===== config.mk =====
export PLATFORM = sky130hd
export DESIGN_NAME = mem_port_master
export DESIGN_NICKNAME = d
export VERILOG_FILES = /design/src/rtl/mem_port_master.sv
export SDC_FILE = /design/constraint.sdc
export NUM_CORES = 1
export LEC_CHECK = 0
export ABC_AREA = 1
export BUFFER_PORTS_ARGS = -buffer_cell sky130_fd_sc_hd__buf_2
export CORE_MARGIN = 10
export CORE_UTILIZATION = 30
export CTS_BUF_LIST = sky130_fd_sc_hd__clkbuf_2 sky130_fd_sc_hd__clkbuf_4 sky130_fd_sc_hd__clkbuf_8
export DETAILED_ROUTE_END_ITERATION = 10
export SYNTH_ARGS = -nofsm -noshare
export SYNTH_HDL_FRONTEND = slang
export SYNTH_SLANG_ARGS = --single-unit
export TNS_END_PERCENT = 100

===== constraint.sdc =====
create_clock -name clk -period 2.05 [get_ports clk]
set_input_delay 0.1025 -clock clk [delete_from_list [all_inputs] [get_ports clk]]
set_output_delay 0.1025 -clock clk [all_outputs]
set_load 0.02 [all_outputs]

===== src/rtl/mem_port_master.sv =====
// Initiator side of one shared-RAM port: turns burst load/store commands into per-cycle
// RAM strobes and returns read data two cycles after each read issue.
module mem_port_master #(
  parameter int DATA_W = 16,
  parameter int ADDR_W = 9,
  parameter int DEPTH  = 32,
  parameter int LEN_W  = 4
) (
  input  logic              clk,
  input  logic              rstn,
  input  logic              cmd_valid,
  output logic              cmd_ready,
  input  logic              cmd_write,
  input  logic [ADDR_W-1:0] cmd_addr,
  input  logic [LEN_W-1:0]  cmd_len,
  input  logic              wdata_valid,
  output logic              wdata_ready,
  input  logic [DATA_W-1:0] wdata,
  output logic              rdata_valid,
  output logic [DATA_W-1:0] rdata,
  output logic              done,
  output logic              err,
  output logic              ram_write_en,
  output logic              ram_read_en,
  output logic [ADDR_W-1:0] ram_addr,
  output logic [DATA_W-1:0] ram_wdata,
  input  logic [DATA_W-1:0] ram_rdata
);

  typedef enum logic [2:0] {IDLE, WR, RD, RD_DRAIN, DONE, ERR} state_t;

  localparam logic [ADDR_W-1:0] LAST_ADDR = ADDR_W'(DEPTH - 1);

  state_t            state_reg;
  logic [ADDR_W-1:0] addr_reg;
  logic [LEN_W-1:0]  count_reg;
  logic              issue_d1_reg;

  function automatic logic [ADDR_W-1:0] next_addr(input logic [ADDR_W-1:0] a);
    return (a == LAST_ADDR) ? '0 : a + ADDR_W'(1);
  endfunction

  assign cmd_ready   = (state_reg == IDLE);
  assign wdata_ready = (state_reg == WR);

  always_ff @(posedge clk or negedge rstn) begin
    if (!rstn) begin
      state_reg    <= IDLE;
      addr_reg     <= '0;
      count_reg    <= '0;
      issue_d1_reg <= 1'b0;
      rdata_valid  <= 1'b0;
      rdata        <= '0;
      done         <= 1'b0;
      err          <= 1'b0;
      ram_write_en <= 1'b0;
      ram_read_en  <= 1'b0;
      ram_addr     <= '0;
      ram_wdata    <= '0;
    end else begin
      ram_write_en <= 1'b0;
      ram_read_en  <= 1'b0;
      done         <= 1'b0;
      err          <= 1'b0;
      // RAM returns data the cycle after an issue; one more register stage aligns rdata_valid.
      issue_d1_reg <= ram_read_en;
      rdata_valid  <= issue_d1_reg;
      if (issue_d1_reg) rdata <= ram_rdata;

      case (state_reg)
        IDLE: begin
          if (cmd_valid) begin
            count_reg <= cmd_len;
            if (cmd_addr > LAST_ADDR) begin
              state_reg <= ERR;
              err       <= 1'b1;
            end else if (cmd_write) begin
              state_reg <= WR;
              addr_reg  <= cmd_addr;
            end else begin
              state_reg   <= RD;
              ram_read_en <= 1'b1;
              ram_addr    <= cmd_addr;
              addr_reg    <= next_addr(cmd_addr);
            end
          end
        end
        WR: begin
          if (wdata_valid) begin
            ram_write_en <= 1'b1;
            ram_addr     <= addr_reg;
            ram_wdata    <= wdata;
            addr_reg     <= next_addr(addr_reg);
            if (count_reg == '0) begin
              state_reg <= DONE;
              done      <= 1'b1;
            end else begin
              count_reg <= count_reg - LEN_W'(1);
            end
          end
        end
        RD: begin
          // The first issue was launched on accept, so count_reg beats remain.
          if (count_reg == '0) begin
            state_reg <= RD_DRAIN;
          end else begin
            ram_read_en <= 1'b1;
            ram_addr    <= addr_reg;
            addr_reg    <= next_addr(addr_reg);
            count_reg   <= count_reg - LEN_W'(1);
          end
        end
        RD_DRAIN: begin
          state_reg <= DONE;
          done      <= 1'b1;
        end
        DONE:    state_reg <= IDLE;
        ERR:     state_reg <= IDLE;
        default: state_reg <= IDLE;
      endcase
    end
  end

endmodule


==> impl_metrics.csv, run 1 <==
group,metric,value,unit
layout,mostFrequentLayoutCell,"nand2_1",
setup_path,crit_start,"state_reg[1]",
layout,multiInputGateArea,1440,um2
routing,remaining_drc_errors,0,
yosys,syn_inst,364,
setup_path,cp_cell_sequence,"nor2_1, nand2_2, nor2_4, mux2_2",
clock_network,clock-sinks,63,
routing,dr.first_iter.drc_count,203,
power,power.density,1510,nW/um2
layout,synthToLayoutAreaGrowth,35.2,%
layout,antenna_cells,0,
timing,max_freq,588,MHz
clock_network,cts.clk_slew.worst_paths,0.07,ns
setup_path,path_max_fanout,17,
clock_network,root_buffer,"clkbuf_8",
floorplanning,fp.dieW,124,um
yosys,synth.area.top_cells,"dfrtp_1, nand2_1, mux2_2",
power,vdd_ir_drop_max,0.724,mV
timing,tightest_slew,0.661,ns
clock_network,cts_buffers,9,
power,switching_share,43.5,%
setup_path,crit_required,2.27,ns
yosys,yosys.area.top_type,"dfrtp_1",
setup_path,path_delay_family,"simple AND/OR/NAND/NOR gates",
yosys,synth_cell_types,31,
power,switchingPower,2890,uW
min_path,hp-start,"wdata_valid",
setup_path,r2r_slack,0.35,ns
min_path,min_path_type,"in -> reg",
grt,grt_max_degree,64,
grt,grt_pass1_wl,14.2,mm
timing,rsz0062_at_grt,"false",
setup_path,worst_path_largest_cell_delay,0.44,ns
floorplanning,fp-row-count,37,
routing,vias,2804,
place,gp_congestion,0.855,
floorplanning,core_area,10400,um2
grt,grt_pass1_vias,2815,
setup_path,cp.depth,4,
timing,finalClockSkew,0.00934,ns
routing,firstDrtPassIters,4,
setup_path,worst_setup_path_start_kind,"flop",
layout,top_regs,"ram_wdata: 16 flops, rdata: 16 flops",
clock_network,cts_tree,"yes",
clock_network,max-clock-path-buffers,2,
yosys,yosysSeqAreaShare,48.7,%
timing,tns,0,ns
clock_network,cts_max_level,3,
routing,via_per_inst,4.42,
setup_path,timing.rr.end,"ram_wdata[13]",
power,leakage,0.00225,uW
yosys,synth_nets,417,
power,p_int,3750,uW
routing,avgRoutedWirePerCell,14.2,um
flow_run,maxCapViolations,0,
timing,hold_viol,0,
timing,finalMaxSlewViolations,0,
routing,drt_wl_total,9.00,mm
setup_path,worstPathBufferInverterCount,0,
floorplanning,dieArea,15400,um2
grt,antenna_found_initial,1,
layout,mostFrequentLayoutCells,"nand2_1, buf_2, dfrtp_1",
layout,drive_gt1_share,34.3,%
yosys,synthesis.area,3240,um2
yosys,yosysWarnings,0,
power,pwr-share-clk,18.0,%
yosys,synth_top_area_share,48.7,%
floorplanning,initial_core_util,31.1,%
layout,nFillCells,977,
floorplanning,io_pins,98,
timing,relSlewSlack,55.9,%
grt,grt-ovfl-total,0,
run_status,outcome,"finished clean",
setup_path,setup.worst_path.end,"ram_wdata[13]",
place,port_buffers,97,
timing,period_minus_slack,1.70,ns
place,dpl.hpwl,6.78,mm
setup_path,r2r-start,"state_reg[1]",
layout,nets,547,
yosys,ys_ff_latch,63,
timing,setup_viol,0,
routing,drt.antenna.violating_nets,0,
setup_path,reg2regPathDepth,4,
floorplanning,die_h,124,um
layout,register_area,1580,um2
setup_path,arrival,1.92,ns
timing,fin_crit_sh,83.0,%
clock_network,clock_latency,0.34,ns
power,seq_power_share,33.6,%
setup_path,critPathKind,"reg -> reg",
power,combPwrFrac,48.4,%
setup_path,critPathCaptureType,"flop",
power,power,6630,uW
setup_path,critPathSlowestCell,"dfrtp_1",
grt,track_usage,11.7,%
yosys,syn_avg_cell_area,8.90,um2
-- layer usage --
layer,global-route usage [%],share of wire (%)
met1,14.2,44
met2,18.1,43
met3,5.61,12
met4,3.45,0.78
met5,0,0.14
-- power groups by stage --
stage                     sequential [uW]  combinational (uW)  clock (uW)
after floorplan                      2690                1810           0
after global routing                 2300                3580        1290
after CTS                            2220                3240        1240
after global placement               2220                3160           0
after detailed placement             2240                3190           0
final                                2230                3210        1190
-- cell type report --
class / instances / share of cell area [%]
Sequential cell: 63 / 36.0
Tap cell: 136 / 3.88
Clock inverter: 5 / 1.86
Multi-Input combinational cell: 252 / 33.0
Clock buffer: 11 / 3.31
Inverter: 38 / 3.26
Timing Repair Buffer: 130 / 18.7
-- cell families (layout without fill, tap and decap cells) --
kind of cell / after synthesis / in the layout / share of synthesized area, %
AO/OA/AOI/OAI: 35 / 35 / 6.03
XOR/XNOR: 3 / 3 / 0.811
adder cells (fa/ha/maj): 3 / 3 / 1.16
buffers and inverters: 49 / 184 / 6.76
flip-flops: 63 / 63 / 48.7
multiplexers: 32 / 32 / 11.1
AND/OR/NAND/NOR: 179 / 179 / 25.5
-- timing repair --
item	in CTS	in global routing
resized for setup	0	0
hold buffers	30	0
endpoints found under the hold margin	92	0
buffers inserted	0	0
-- Yosys cell counts (all sizes together) --
cell type  number
a31oi           1
xnor2           1
nand3b          1
inv            38
dfrtp          63
or2             1
nor2           21
nand3          33
nor3            2
o21ai          26
buf             9
clkbuf          2
mux2           32
xor2            2
ha              3
o21bai          1
nand4           7
a21oi           6
nand2         114
o22ai           1
-- tightest hold or removal path, cell delays in order --
cell	delay, ns
buf_2	0.10
nand2_1	0.05
a21oi_1	0.06
-- per-stage QoR --
stage / cells / utilization [%] / setup slack (ns) / instance area [um2] / hold slack, ns
after floorplan: 364 / - / 0.570 / 3240 / -0.193
after global placement: 589 / 37.0 / 0.387 / 3850 / 0.143
after detailed placement: 589 / 37.0 / 0.359 / 3850 / 0.144
after CTS: 635 / 42.1 / 0.334 / 4380 / 0.000744
after global routing: 635 / 42.1 / 0.214 / 4380 / 0.00722
final: 635 / 42.1 / 0.348 / 4380 / 0.0281
-- how the worst min path moves through the flow --
stage               endpoint  slack [ns]  cells past startpoint
2_1_floorplan    addr_reg[0]       -0.19                      0
4_1_cts         ram_wdata[3]      0.0007                      2
3_5_place_dp    ram_wdata[6]        0.14                      2
6_report                done        0.03                      3
5_1_grt         ram_wdata[3]       0.007                      2
3_3_place_gp   ram_wdata[10]        0.14                      2
Note: power is estimated with default switching activity, not from simulation.
==> run 2: changes to the inputs <==
==> constraint.sdc (replaced) <==
create_clock -name clk -period 1.51 [get_ports clk]
set_input_delay 0.0755 -clock clk [delete_from_list [all_inputs] [get_ports clk]]
set_output_delay 0.0755 -clock clk [all_outputs]
set_load 0.02 [all_outputs]
==> impl_metrics.csv, run 2 (synthesis gave the netlist of run 1 again) <==
group,metric,value,unit
run_status,outcome,"finished with violations",
run_status,violations,"setup timing",
timing,finalMaxSlewViolations,0,
timing,fin_crit_sh,100,%
grt,grt_pass1_vias,2992,
layout,top_regs,"ram_wdata: 16 flops, rdata: 16 flops",
setup_path,arrival,1.75,ns
layout,mostFrequentLayoutCells,"nand2_1, buf_2, dfrtp_1",
grt,grt-ovfl-total,0,
timing,tightest_slew,0.560,ns
layout,drive_gt1_share,39.9,%
clock_network,cts.clk_slew.worst_paths,0.07,ns
layout,antenna_cells,0,
place,gp_congestion,0.848,
routing,dr.first_iter.drc_count,250,
routing,drt.antenna.violating_nets,0,
place,post-place-ws,-0.0528,ns
clock_network,cts_tree,"yes",
timing,max_freq,660,MHz
grt,antenna_found_initial,0,
floorplanning,die_h,124,um
setup_path,crit_required,1.75,ns
routing,firstDrtPassIters,4,
power,leakage,0.00239,uW
timing,hold_viol,0,
routing,vias,3011,
floorplanning,fp-row-count,37,
setup_path,worstPathBufferInverterCount,3,
setup_path,critPathSlowestCell,"dfrtp_1",
layout,final_area,4730,um2
clock_network,cts_buffers,9,
clock_network,max-clock-path-buffers,2,
setup_path,worst_path_largest_cell_delay,0.39,ns
layout,mostFrequentLayoutCell,"nand2_1",
layout,synthToLayoutAreaGrowth,46.1,%
setup_path,critPathKind,"reg -> reg",
grt,grt_max_degree,64,
place,port_buffers,97,
routing,remaining_drc_errors,0,
setup_path,path_delay_family,"simple AND/OR/NAND/NOR gates",
routing,drt_wl_total,10.0,mm
layout,fin_util,45.4,%
setup_path,cp_cell_sequence,"inv_2, ha_4, inv_1, nor2_2, nand2_2, nor2_4, nor2_4, nand2_4, inv_8, nand2_1, nand2_1",
setup_path,worst_setup_path_start_kind,"flop",
floorplanning,dieArea,15400,um2
clock_network,clock_latency,0.36,ns
floorplanning,io_pins,98,
setup_path,path_max_fanout,11,
floorplanning,initial_core_util,31.1,%
place,place_area,3980,um2
routing,via_per_inst,4.56,
layout,nets,572,
power,vdd_ir_drop_max,0.774,mV
clock_network,root_buffer,"clkbuf_8",
clock_network,clock-sinks,63,
power,power.density,2110,nW/um2
routing,avgRoutedWirePerCell,15.2,um
timing,fin_hold_ws,0.0224,ns
place,dpl.hpwl,7.08,mm
flow_run,maxCapViolations,0,
timing,rsz0062_at_grt,"true",
setup_path,critPathCaptureType,"flop",
timing,period_minus_slack,1.51,ns
power,power,9960,uW
clock_network,cts_max_level,3,
min_path,min_path_type,"in -> reg",
grt,track_usage,12.5,%
floorplanning,core_area,10400,um2
layout,nFillCells,986,
timing,finalClockSkew,0.0129,ns
floorplanning,fp.dieW,124,um
timing,relSlewSlack,62.7,%
timing,setup_viol,1,
timing,setup_ws,-0.00447,ns
grt,grt_pass1_wl,15.4,mm
[run 2: changes by cell type in the layout (fill, tap and decap cells not counted), moves of 3 or more]
cell and delta:
clkinvlp_4 +3, dlygate4sd3_1 +4, o21ai_1 +9, o21ai_0 -9, nor2_1 -3, nand2_2 +5
buf_4 +13, nand2_1 -6, inv_1 -3
[run 2: cell type report]
type	instances	area, um2	share of cell area [%]
flip-flops and latches	63	1580	33.4
multi-input cells	252	1530	32.3
repair buffers	154	1080	22.7
well taps	136	170	3.60
inverters	38	154	3.25
clock buffers	10	131	2.78
clock inverters	6	85.1	1.80
repair inverters	1	7.51	0.159
[run 2: power breakdown]
part / internal (uW) / switching [uW] / total, uW / leakage, uW
clock network: 941 / 695 / 1640 / 0.000106
registers: 2490 / 524 / 3010 / 0.000769
logic: 2130 / 3180 / 5310 / 0.00152
total: 5560 / 4400 / 9960 / 0.00239
[run 2: worst reg2reg max path: stages, from the launching register on]
cell     delay, ns
dfrtp_1       0.39
inv_2         0.08
ha_4          0.13
inv_1         0.05
nor2_2        0.14
nand2_2       0.10
nor2_4        0.14
nor2_4        0.07
nand2_4       0.12
inv_8         0.07
nand2_1       0.07
nand2_1       0.05
[run 2: stage by stage]
stage / TNS (ns) / instances
2_1_floorplan: 0 / 364
3_3_place_gp: -0.0154 / 602
3_5_place_dp: -0.469 / 602
4_1_cts: -0.0496 / 653
5_1_grt: -1.78 / 660
6_report: -0.00447 / 660
[run 2: timing repair]
item | in CTS | in global routing
gates resized for setup | 8 | 31
cloned | 1 | 3
pin swaps | 3 | 14
hold buffers | 34 | 0
endpoints found under the hold margin | 96 | 0
buffers inserted | 0 | 4
setup endpoints to repair | 16 | 39
[run 2: metal layers]
layer	wire, um	global-route usage (%)	share of wire [%]
met3	955	4.66	9.5
met4	105	3.24	1.0
met2	4470	19.7	45
met1	4480	15.9	45
met5	0	0	0
[run 2: final timing paths]
kind / to / depth (start not counted) / slack, ns / from
worst max-delay path: addr_reg[5] / 11 / -0.004 / count_reg[0]
worst min-delay path: err / 3 / 0.02 / cmd_valid
worst max register to register: addr_reg[5] / 11 / -0.004 / count_reg[0]
worst min register to register: issue_d1_reg / 0 / 0.37 / ram_read_en
max in group asynchronous: state_reg[2] / 3 / 0.95 / rstn
min in group asynchronous: ram_wdata[11] / 3 / 0.27 / rstn
